**config.mk**
```make
export PLATFORM = sky130hd
export DESIGN_NAME = rv32_instr_encoder
export DESIGN_NICKNAME = d
export VERILOG_FILES = /design/src/rtl/rv32_instr_encoder_pkg.sv /design/src/rtl/rv32_instr_encoder_imm_pack.sv /design/src/rtl/rv32_instr_encoder.sv
export SDC_FILE = /design/constraint.sdc
export NUM_CORES = 1
export LEC_CHECK = 0
export CORE_ASPECT_RATIO = 1.75
export CORE_UTILIZATION = 70
export CTS_BUF_LIST = sky130_fd_sc_hd__clkbuf_4 sky130_fd_sc_hd__clkbuf_8
export DETAILED_ROUTE_END_ITERATION = 8
export DONT_BUFFER_PORTS = 1
export PLACE_DENSITY = 0.84
export SLEW_MARGIN = 20
export SYNTH_ARGS = -nofsm -noshare
export SYNTH_HDL_FRONTEND = slang
export SYNTH_HIERARCHICAL = 1
export SYNTH_SLANG_ARGS = --single-unit
```
**constraint.sdc**
```tcl
create_clock -name clk -period 5.3 [get_ports clk]
set_input_delay 1.06 -clock clk [delete_from_list [all_inputs] [get_ports clk]]
set_output_delay 1.06 -clock clk [all_outputs]
set_load 0.1 [all_outputs]
```
**src/rtl/rv32_instr_encoder_pkg.sv**
```systemverilog
// Shared format codes, opcodes and FSM state type for the RV32I instruction encoder.
package rv32_instr_encoder_pkg;

  localparam logic [2:0] FMT_R  = 3'd0;
  localparam logic [2:0] FMT_I  = 3'd1;
  localparam logic [2:0] FMT_S  = 3'd2;
  localparam logic [2:0] FMT_B  = 3'd3;
  localparam logic [2:0] FMT_U  = 3'd4;
  localparam logic [2:0] FMT_J  = 3'd5;
  localparam logic [2:0] FMT_LI = 3'd6;

  localparam logic [6:0] OPCODE_LUI     = 7'b0110111;
  localparam logic [6:0] OPCODE_ARITH_I = 7'b0010011;
  localparam logic [2:0] FUNCT3_ADDI    = 3'b000;

  typedef enum logic [1:0] {
    ST_IDLE     = 2'd0,
    ST_EMIT     = 2'd1,
    ST_EMIT_LUI = 2'd2
  } enc_state_t;

  // True when v fits a signed immediate of the given width (top bits all equal).
  function automatic logic fits_signed(input logic [31:0] v, input int unsigned width);
    logic all_one;
    logic all_zero;
    all_one  = 1'b1;
    all_zero = 1'b1;
    for (int unsigned i = width - 1; i < 32; i++) begin
      all_one  = all_one & v[i];
      all_zero = all_zero & ~v[i];
    end
    return all_one | all_zero;
  endfunction

endpackage

```
**src/rtl/rv32_instr_encoder_imm_pack.sv**
```systemverilog
// Scatters a byte-offset/constant into the instruction-word immediate positions of each
// RV32I format and reports whether the value is representable.
module rv32_imm_pack
  import rv32_instr_encoder_pkg::*;
(
  input  logic [2:0]  fmt_i,
  input  logic [31:0] imm_i,
  output logic [31:0] mask_o,
  output logic        range_ok_o
);

  always_comb begin
    mask_o     = '0;
    range_ok_o = 1'b0;
    case (fmt_i)
      FMT_R: begin
        range_ok_o = 1'b1;
      end
      FMT_I: begin
        mask_o     = {imm_i[11:0], 20'b0};
        range_ok_o = fits_signed(imm_i, 12);
      end
      FMT_S: begin
        mask_o     = {imm_i[11:5], 13'b0, imm_i[4:0], 7'b0};
        range_ok_o = fits_signed(imm_i, 12);
      end
      FMT_B: begin
        mask_o     = {imm_i[12], imm_i[10:5], 13'b0, imm_i[4:1], imm_i[11], 7'b0};
        range_ok_o = fits_signed(imm_i, 13) & ~imm_i[0];
      end
      FMT_U: begin
        mask_o     = {imm_i[31:12], 12'b0};
        range_ok_o = 1'b1;
      end
      FMT_J: begin
        mask_o     = {imm_i[20], imm_i[10:1], imm_i[11], imm_i[19:12], 12'b0};
        range_ok_o = fits_signed(imm_i, 21) & ~imm_i[0];
      end
      FMT_LI: begin
        range_ok_o = 1'b1;
      end
      default: begin
        range_ok_o = 1'b0;
      end
    endcase
  end

endmodule

```
**src/rtl/rv32_instr_encoder.sv**
```systemverilog
// Streaming RV32I encoder: field-level requests in, sequentially addressed instruction
// words out; LI expands to LUI(+ADDI) when the constant does not fit 12 bits.
module rv32_instr_encoder
  import rv32_instr_encoder_pkg::*;
#(
  parameter logic [31:0] BASE_ADDR = 32'h0000_0000
) (
  input  logic        clk,
  input  logic        rst_n,
  input  logic        req_valid,
  output logic        req_ready,
  input  logic [2:0]  req_fmt,
  input  logic [6:0]  req_opcode,
  input  logic [4:0]  req_rd,
  input  logic [4:0]  req_rs1,
  input  logic [4:0]  req_rs2,
  input  logic [2:0]  req_funct3,
  input  logic [6:0]  req_funct7,
  input  logic [31:0] req_imm,
  output logic        out_valid,
  input  logic        out_ready,
  output logic [31:0] out_instr,
  output logic [31:0] out_addr,
  output logic        err_pulse,
  output logic        err_sticky
);

  enc_state_t  state_q, state_d;
  logic [31:0] instr_q, instr_d;
  logic [31:0] addr_q, addr_d;
  logic [31:0] pend_q, pend_d;
  logic        err_pulse_q, err_pulse_d;
  logic        err_sticky_q, err_sticky_d;

  logic [31:0] imm_mask;
  logic        range_ok;
  logic [31:0] enc_word;
  logic        li_small;
  logic        li_lo_zero;
  logic [19:0] li_hi;
  logic [31:0] li_lui;
  logic [31:0] li_addi_x0;
  logic [31:0] li_addi_rd;
  logic        accept;
  logic        take;

  rv32_imm_pack u_imm_pack (
    .fmt_i      (req_fmt),
    .imm_i      (req_imm),
    .mask_o     (imm_mask),
    .range_ok_o (range_ok)
  );

  always_comb begin
    enc_word = '0;
    case (req_fmt)
      FMT_R:        enc_word = {req_funct7, req_rs2, req_rs1, req_funct3, req_rd, req_opcode};
      FMT_I:        enc_word = imm_mask | {12'b0, req_rs1, req_funct3, req_rd, req_opcode};
      FMT_S, FMT_B: enc_word = imm_mask | {7'b0, req_rs2, req_rs1, req_funct3, 5'b0, req_opcode};
      FMT_U, FMT_J: enc_word = imm_mask | {20'b0, req_rd, req_opcode};
      default:      enc_word = '0;
    endcase
  end

  // hi rounds up by imm[11] so that the sign-extended ADDI lo lands back on imm.
  always_comb begin
    li_small   = fits_signed(req_imm, 12);
    li_lo_zero = (req_imm[11:0] == 12'h000);
    li_hi      = req_imm[31:12] + {19'b0, req_imm[11]};
    li_lui     = {li_hi, req_rd, OPCODE_LUI};
    li_addi_x0 = {req_imm[11:0], 5'd0, FUNCT3_ADDI, req_rd, OPCODE_ARITH_I};
    li_addi_rd = {req_imm[11:0], req_rd, FUNCT3_ADDI, req_rd, OPCODE_ARITH_I};
  end

  assign req_ready = (state_q == ST_IDLE) || ((state_q == ST_EMIT) && out_ready);
  assign out_valid = (state_q != ST_IDLE);
  assign accept    = req_valid && req_ready;
  assign take      = out_valid && out_ready;

  always_comb begin
    state_d      = state_q;
    instr_d      = instr_q;
    pend_d       = pend_q;
    addr_d       = take ? (addr_q + 32'd4) : addr_q;
    err_pulse_d  = 1'b0;
    err_sticky_d = err_sticky_q;

    case (state_q)
      ST_EMIT_LUI: begin
        if (out_ready) begin
          instr_d = pend_q;
          pend_d  = '0;
          state_d = ST_EMIT;
        end
      end
      default: begin
        if (state_q == ST_EMIT && out_ready) begin
          state_d = ST_IDLE;
        end
        if (accept) begin
          if (!range_ok) begin
            state_d      = ST_IDLE;
            err_pulse_d  = 1'b1;
            err_sticky_d = 1'b1;
          end else if (req_fmt == FMT_LI) begin
            if (li_small) begin
              instr_d = li_addi_x0;
              state_d = ST_EMIT;
            end else if (li_lo_zero) begin
              instr_d = li_lui;
              state_d = ST_EMIT;
            end else begin
              instr_d = li_lui;
              pend_d  = li_addi_rd;
              state_d = ST_EMIT_LUI;
            end
          end else begin
            instr_d = enc_word;
            state_d = ST_EMIT;
          end
        end
      end
    endcase
  end

  always_ff @(posedge clk) begin
    if (!rst_n) begin
      state_q      <= ST_IDLE;
      instr_q      <= '0;
      addr_q       <= BASE_ADDR;
      pend_q       <= '0;
      err_pulse_q  <= 1'b0;
      err_sticky_q <= 1'b0;
    end else begin
      state_q      <= state_d;
      instr_q      <= instr_d;
      addr_q       <= addr_d;
      pend_q       <= pend_d;
      err_pulse_q  <= err_pulse_d;
      err_sticky_q <= err_sticky_d;
    end
  end

  assign out_instr  = instr_q;
  assign out_addr   = addr_q;
  assign err_pulse  = err_pulse_q;
  assign err_sticky = err_sticky_q;

endmodule

```
-- Word-level counts from Yosys, hierarchy flattened
Index checks and enable logic that the tools add are counted.
Widths: inputs -> output; s select.
- input bits: 71
- memory bits (read-only): 0
- latch bits: 0
- logic and storage cells: 199
- register bits: 100
- memories: 0
- memory bits (writable): 0
- $lt $le $gt $ge: 0
- add/sub/neg operators: 2
- $mul: 0
- shift operators: 0
- bitwise logic cells: 134
- multiplexer cells: 25
- equal/unequal tests: 11
- reduce and logical (&&, ||, !) cells: 21
- divide/modulo/power cells: 0
- operators with widths (kind ; count):
    $mux 32 ; 13
    $pmux 32 s5 ; 1
    $pmux 32 s4 ; 1
    $and 1x1->1 ; 102
    $add 32x3->32 const B ; 1
    $or 32x12->32 ; 1
    $or 32x20->32 ; 1
    $or 32x25->32 ; 1
    $not 1->1 ; 26
    $add 20x1->20 ; 1
    $mux 2 ; 8
    $logic_not 12->1 ; 1
    $eq 3x3->1 const B ; 3
    $reduce_bool 2->1 ; 4
    $eq 3x2->1 const B ; 2
    $reduce_and 3->1 ; 2
    $reduce_and 6->1 ; 1
    $reduce_or 2->1 ; 3
    $reduce_or 3->1 ; 2
    $ne 2x1->1 const B ; 2
    $pmux 1 s4 ; 1
    $eq 3x1->1 const B ; 1
    $logic_and 1x1->1 ; 3
    $logic_not 3->1 ; 1
    other kinds (9) ; 11

-- Logic depth before layout (Yosys ltp)
- depth after elaboration: 27
- depth in mapped cells: 12
- gate-level depth less buffers: 10

-- Hierarchy
Netlist, hierarchy kept.
- by module, submodules not included (module ; area each (um^2) ; times used ; seq. area each (um^2) ; cells each):
    rv32_instr_encoder ; 5066.1 ; 1 ; 1681.6 ; 638
    rv32_imm_pack ; 571.8 ; 1 ; 0.0 ; 99

-- Least setup slack after synthesis
Ideal clock, no wire load.
- path type: in2out
- start point: input port out_ready
- end point: output port req_ready
- arrival time: 2.497 ns
- buffers on the path: 1
- stages on the path: 3
- required time: 4.240 ns
- slack: 1.743 ns
- cells stage by stage: buf_4 nor2b_1 nor2_1
- cells in the longest elaborated chain, start to end: 2
- ends and longest elaborated chain (what ; RTL line ; text):
    from (decl) ; rv32_instr_encoder.sv:21 ; input logic out_ready,
    $logic_and 1x1->1 ; rv32_instr_encoder.sv:75 ; assign req_ready = (state_q == ST_IDLE) || ((state_q == ST_EMIT) && out_ready);
    $logic_or 1x1->1 ; rv32_instr_encoder.sv:75 ;
    to (decl) ; rv32_instr_encoder.sv:11 ; output logic req_ready,
No other way between the ends.

-- Final worst setup path
- start point: input port req_imm[31]
- end point: register pend_q[17]
- cells in the longest elaborated chain, start to end: 7
- ends and longest elaborated chain (what ; RTL line ; text):
    from (decl) ; rv32_instr_encoder.sv:19 ; input logic [31:0] req_imm,
    $not 1->1 ; rv32_instr_encoder_pkg.sv:30 ; all_zero = all_zero & ~v[i];
    $and 1x1->1 ; rv32_instr_encoder_pkg.sv:30 ;
    $or 1x1->1 ; rv32_instr_encoder_pkg.sv:32 ; return all_one | all_zero;
    $and 1x1->1, on equally long branches ; rv32_instr_encoder_imm_pack.sv:37, rv32_instr_encoder_imm_pack.sv:29 ;
    $pmux 1 s4 (*) ; rv32_instr_encoder_imm_pack.sv:15 ; case (fmt_i)
    net range_ok ; rv32_instr_encoder.sv:36 ; logic range_ok;
    $reduce_bool 2->1 (no line) (*) ; -- ;
    $reduce_and 6->1 (no line) (*) ; -- ;
    to (signal assigned) ; rv32_instr_encoder.sv:138 ; pend_q <= pend_d;
    to (decl) ; rv32_instr_encoder.sv:31 ; logic [31:0] pend_q, pend_d;
Mark *: on every way through the listed nets, which the timed path passes. The rest lies on a longest branch.
A chain may end at the register's enable or synchronous reset.

==> results.json <==
{
  "cts-root-buf": "clkbuf_8",
  "routed_wl_um": 17500,
  "fp.dieW_um": 69.8,
  "cts_setup_buffers": 0,
  "drtIter0Drc": 504,
  "synth_top_area_frac": 0.298,
  "yosysSeqAreaShare": 0.298,
  "final_util": 0.730,
  "place_area_mm2": 0.00550,
  "design_area_mm2": 0.00574,
  "vias": 5694,
  "synth_cell_types": 65,
  "grt_use_total": 0.412,
  "synth-seq-cells": 84,
  "cp.required_ns": 5.60,
  "rsz0062_at_grt": "no",
  "io_pins": 139,
  "grt_first_pass_wirelength_um": 27000,
  "setup_tns_ns": 0,
  "cpMaxStageDelayCell": "nor4_4",
  "arrival_ns": 3.75,
  "min_period_ns": 3.45,
  "syn-cell-area_mm2": 0.00564,
  "grt_pass1_vias": 5436,
  "clock_sinks": 84,
  "crit_type": "in -> reg",
  "worst_pin_slew_ns": 1.10,
  "overflow": 0,
  "syn-instance-count": 737,
  "fin_nets": 777,
  "seq_area_mm2": 0.00168,
  "diodes": 0,
  "status": "finished clean",
  "synth_top_area_cell": "dfxtp_1",
  "vdd_drop_max_v": 0.000113,
  "p_sw_frac": 0.285,
  "io_buffers": 0,
  "cts_made_buffers": 9,
  "timing.final.crit_share": 0.652,
  "antenna_found_initial": 0,
  "drv_cap": 0,
  "slew_viol_final": 0,
  "start_util": 0.718,
  "p_per_area_mw_per_mm2": 247,
  "hold_buffers": 0,
  "cts_tree": "done",
  "setup_viol": 0,
  "p_total_mw": 1.42,
  "stdcell_count": 795,
  "p_comb_frac": 0.115,
  "routed_via_density": 7.16,
  "place_hpwl_um": 12900,
  "place_ws_ns": 1.56,
  "clock_latency_ns": 0.37,
  "antenna_left": 0,
  "power_frac_clock": 0.391,
  "relSlewSlack": 0.265,
  "placedCellCount": 780,
  "synth.avg_cell_area_um2": 7.65,
  "startpoint_type": "input pin",
  "synth_area_leaders": "dfxtp_1 (30%), a21oi_1 (5.8%), nand2_1 (5.1%)",
  "hp-class": "reg -> reg",
  "drc": 0,
  "seqPwrFrac": 0.494,
  "hold_viol": 0,
  "critPathCaptureType": "register",
  "slowest_delay_ns": 0.94,
  "areaGrowthSynthToFinish_pct": 1.73,
  "wire_per_inst_um": 22.1,
  "crit_chain": "nand4_1 > or3_1 > o2111ai_1 > and3_1 > nand3_2 > nor4_4 > nand2_1 > a21oi_1",
  "coreArea_mm2": 0.00786,
  "clock_path_buffers": 2,
  "cts_htree_levels": 3,
  "p_int_mw": 1.01,
  "ys_async_sr_fraction": 0,
  "yosysWarnings": 6,
  "multi_input_area_mm2": 0.00364,
  "gp_congestion": 1.09,
  "fillers": 632,
  "cts-resized-gates": 0,
  "fin_skew_ns": 0.00940,
  "synth_edf_count": 0,
  "worst-path-max-fanout": 21,
  "drt_pass1_iterations": 5,
  "layout-drive-gt1-share": 0.0950,
  "grt_max_degree": 53,
  "switchingPower_mw": 0.404,
  "p_leak_nw": 1.93,
  "rows": 43,
  "holdWs_ns": 0.468,
  "max_freq_mhz": 290,
  "die_y_um": 121,
  "path_clk_slew_ns": 0.09,
  "synthFlopType": "dfxtp_1",
  "fin_ws_ns": 1.85,
  "die-area_mm2": 0.00843
}
[state kept, by name (all words and copies together) (netlist names)]
register	count
out_instr	32
out_addr	30
pend_q	18
state_q	2
err_pulse	1
err_sticky	1
[power groups by stage]
stage,sequential [mW],combinational [mW],clock [mW]
3_3_place_gp,0.715,0.153,0
2_1_floorplan,0.713,0.148,0
4_1_cts,0.701,0.158,0.554
5_1_grt,0.702,0.176,0.583
6_report,0.700,0.162,0.554
3_5_place_dp,0.715,0.157,0
[worst max-delay path: cells and delay by family]
kind | cells | cell delay [ns]
compound gates | 2 | 0.31
simple gates | 6 | 2.37
[placed cells by master, fill, tap and decap left out, types with 11 or more instances in the layout]
| master | count |
|---|---|
| dfxtp_1 | 84 |
| a22o_1 | 13 |
| nor2b_1 | 11 |
| xor2_1 | 25 |
| nand3_1 | 39 |
| xnor2_1 | 19 |
| a21oi_2 | 11 |
| and2_1 | 21 |
| nor2_1 | 76 |
| nand4_1 | 18 |
| o21ai_0 | 32 |
| a22oi_1 | 11 |
| and3_1 | 11 |
| a21oi_1 | 65 |
| nand3_2 | 11 |
| nand2_1 | 77 |
| a221oi_1 | 18 |
| nor4_1 | 14 |
[worst paths after layout]
check                  to          from  slack (ns)  cells past startpoint
max            pend_q[17]   req_imm[31]        1.85                      8
min            pend_q[30]    pend_q[30]        0.47                      2
min reg2reg    pend_q[30]    pend_q[30]        0.47                      2
max reg2reg  out_addr[30]  out_addr[13]        2.41                      6
[cell usage after synthesis, types with 3 or more instances]
| library cell | instances |
|---|---|
| a211oi_1 | 3 |
| a21oi_1 | 65 |
| a21oi_2 | 11 |
| a221oi_1 | 18 |
| a222oi_1 | 3 |
| a22o_1 | 13 |
| a22oi_1 | 11 |
| a32o_1 | 4 |
| and2_1 | 21 |
| and3_1 | 11 |
| and4_1 | 5 |
| buf_2 | 12 |
| buf_4 | 12 |
| buf_6 | 3 |
| clkbuf_1 | 28 |
| dfxtp_1 | 84 |
| ha_1 | 5 |
| inv_1 | 6 |
| mux2_2 | 4 |
| mux2i_1 | 4 |
| nand2_1 | 77 |
| nand2b_1 | 3 |
| nand3_1 | 39 |
| nand3_2 | 11 |
| nand4_1 | 18 |
| nor2_1 | 77 |
| nor2b_1 | 11 |
| nor3_1 | 10 |
| nor4_1 | 14 |
| o211ai_1 | 7 |
| o21ai_0 | 32 |
| o21ai_1 | 10 |
| o221ai_1 | 5 |
| o22ai_1 | 8 |
| o31ai_1 | 5 |
| or2_2 | 4 |
| or3_1 | 5 |
| xnor2_1 | 19 |
| xor2_1 | 25 |
[area by class of cell]
type                            instances  share of cell area
Clock buffer                            9              0.0216
Sequential cell                        84               0.293
Tap cell                               90              0.0196
Clock inverter                          6              0.0196
Timing Repair Buffer                    4             0.00524
Multi-Input combinational cell        593               0.634
Inverter                                9             0.00633
[cell families after synthesis]
family,count (synthesis),share of synthesized area
simple gates,319,0.295
compound gates,208,0.248
flops,84,0.298
buf+inv,67,0.0626
xor+xnor,44,0.0684
mux,8,0.0151
fa+ha+maj,5,0.0111
other cells,2,0.00133
[routing by layer]
metal  global-route usage  vias up  share of wire
li1                     -     2606              -
met5                    0        -              0
met1                0.440     2641           0.34
met2                0.688      353           0.49
met3               0.0992       94          0.092
met4                0.319        0          0.074
Note: power is estimated with default switching activity, not from simulation.
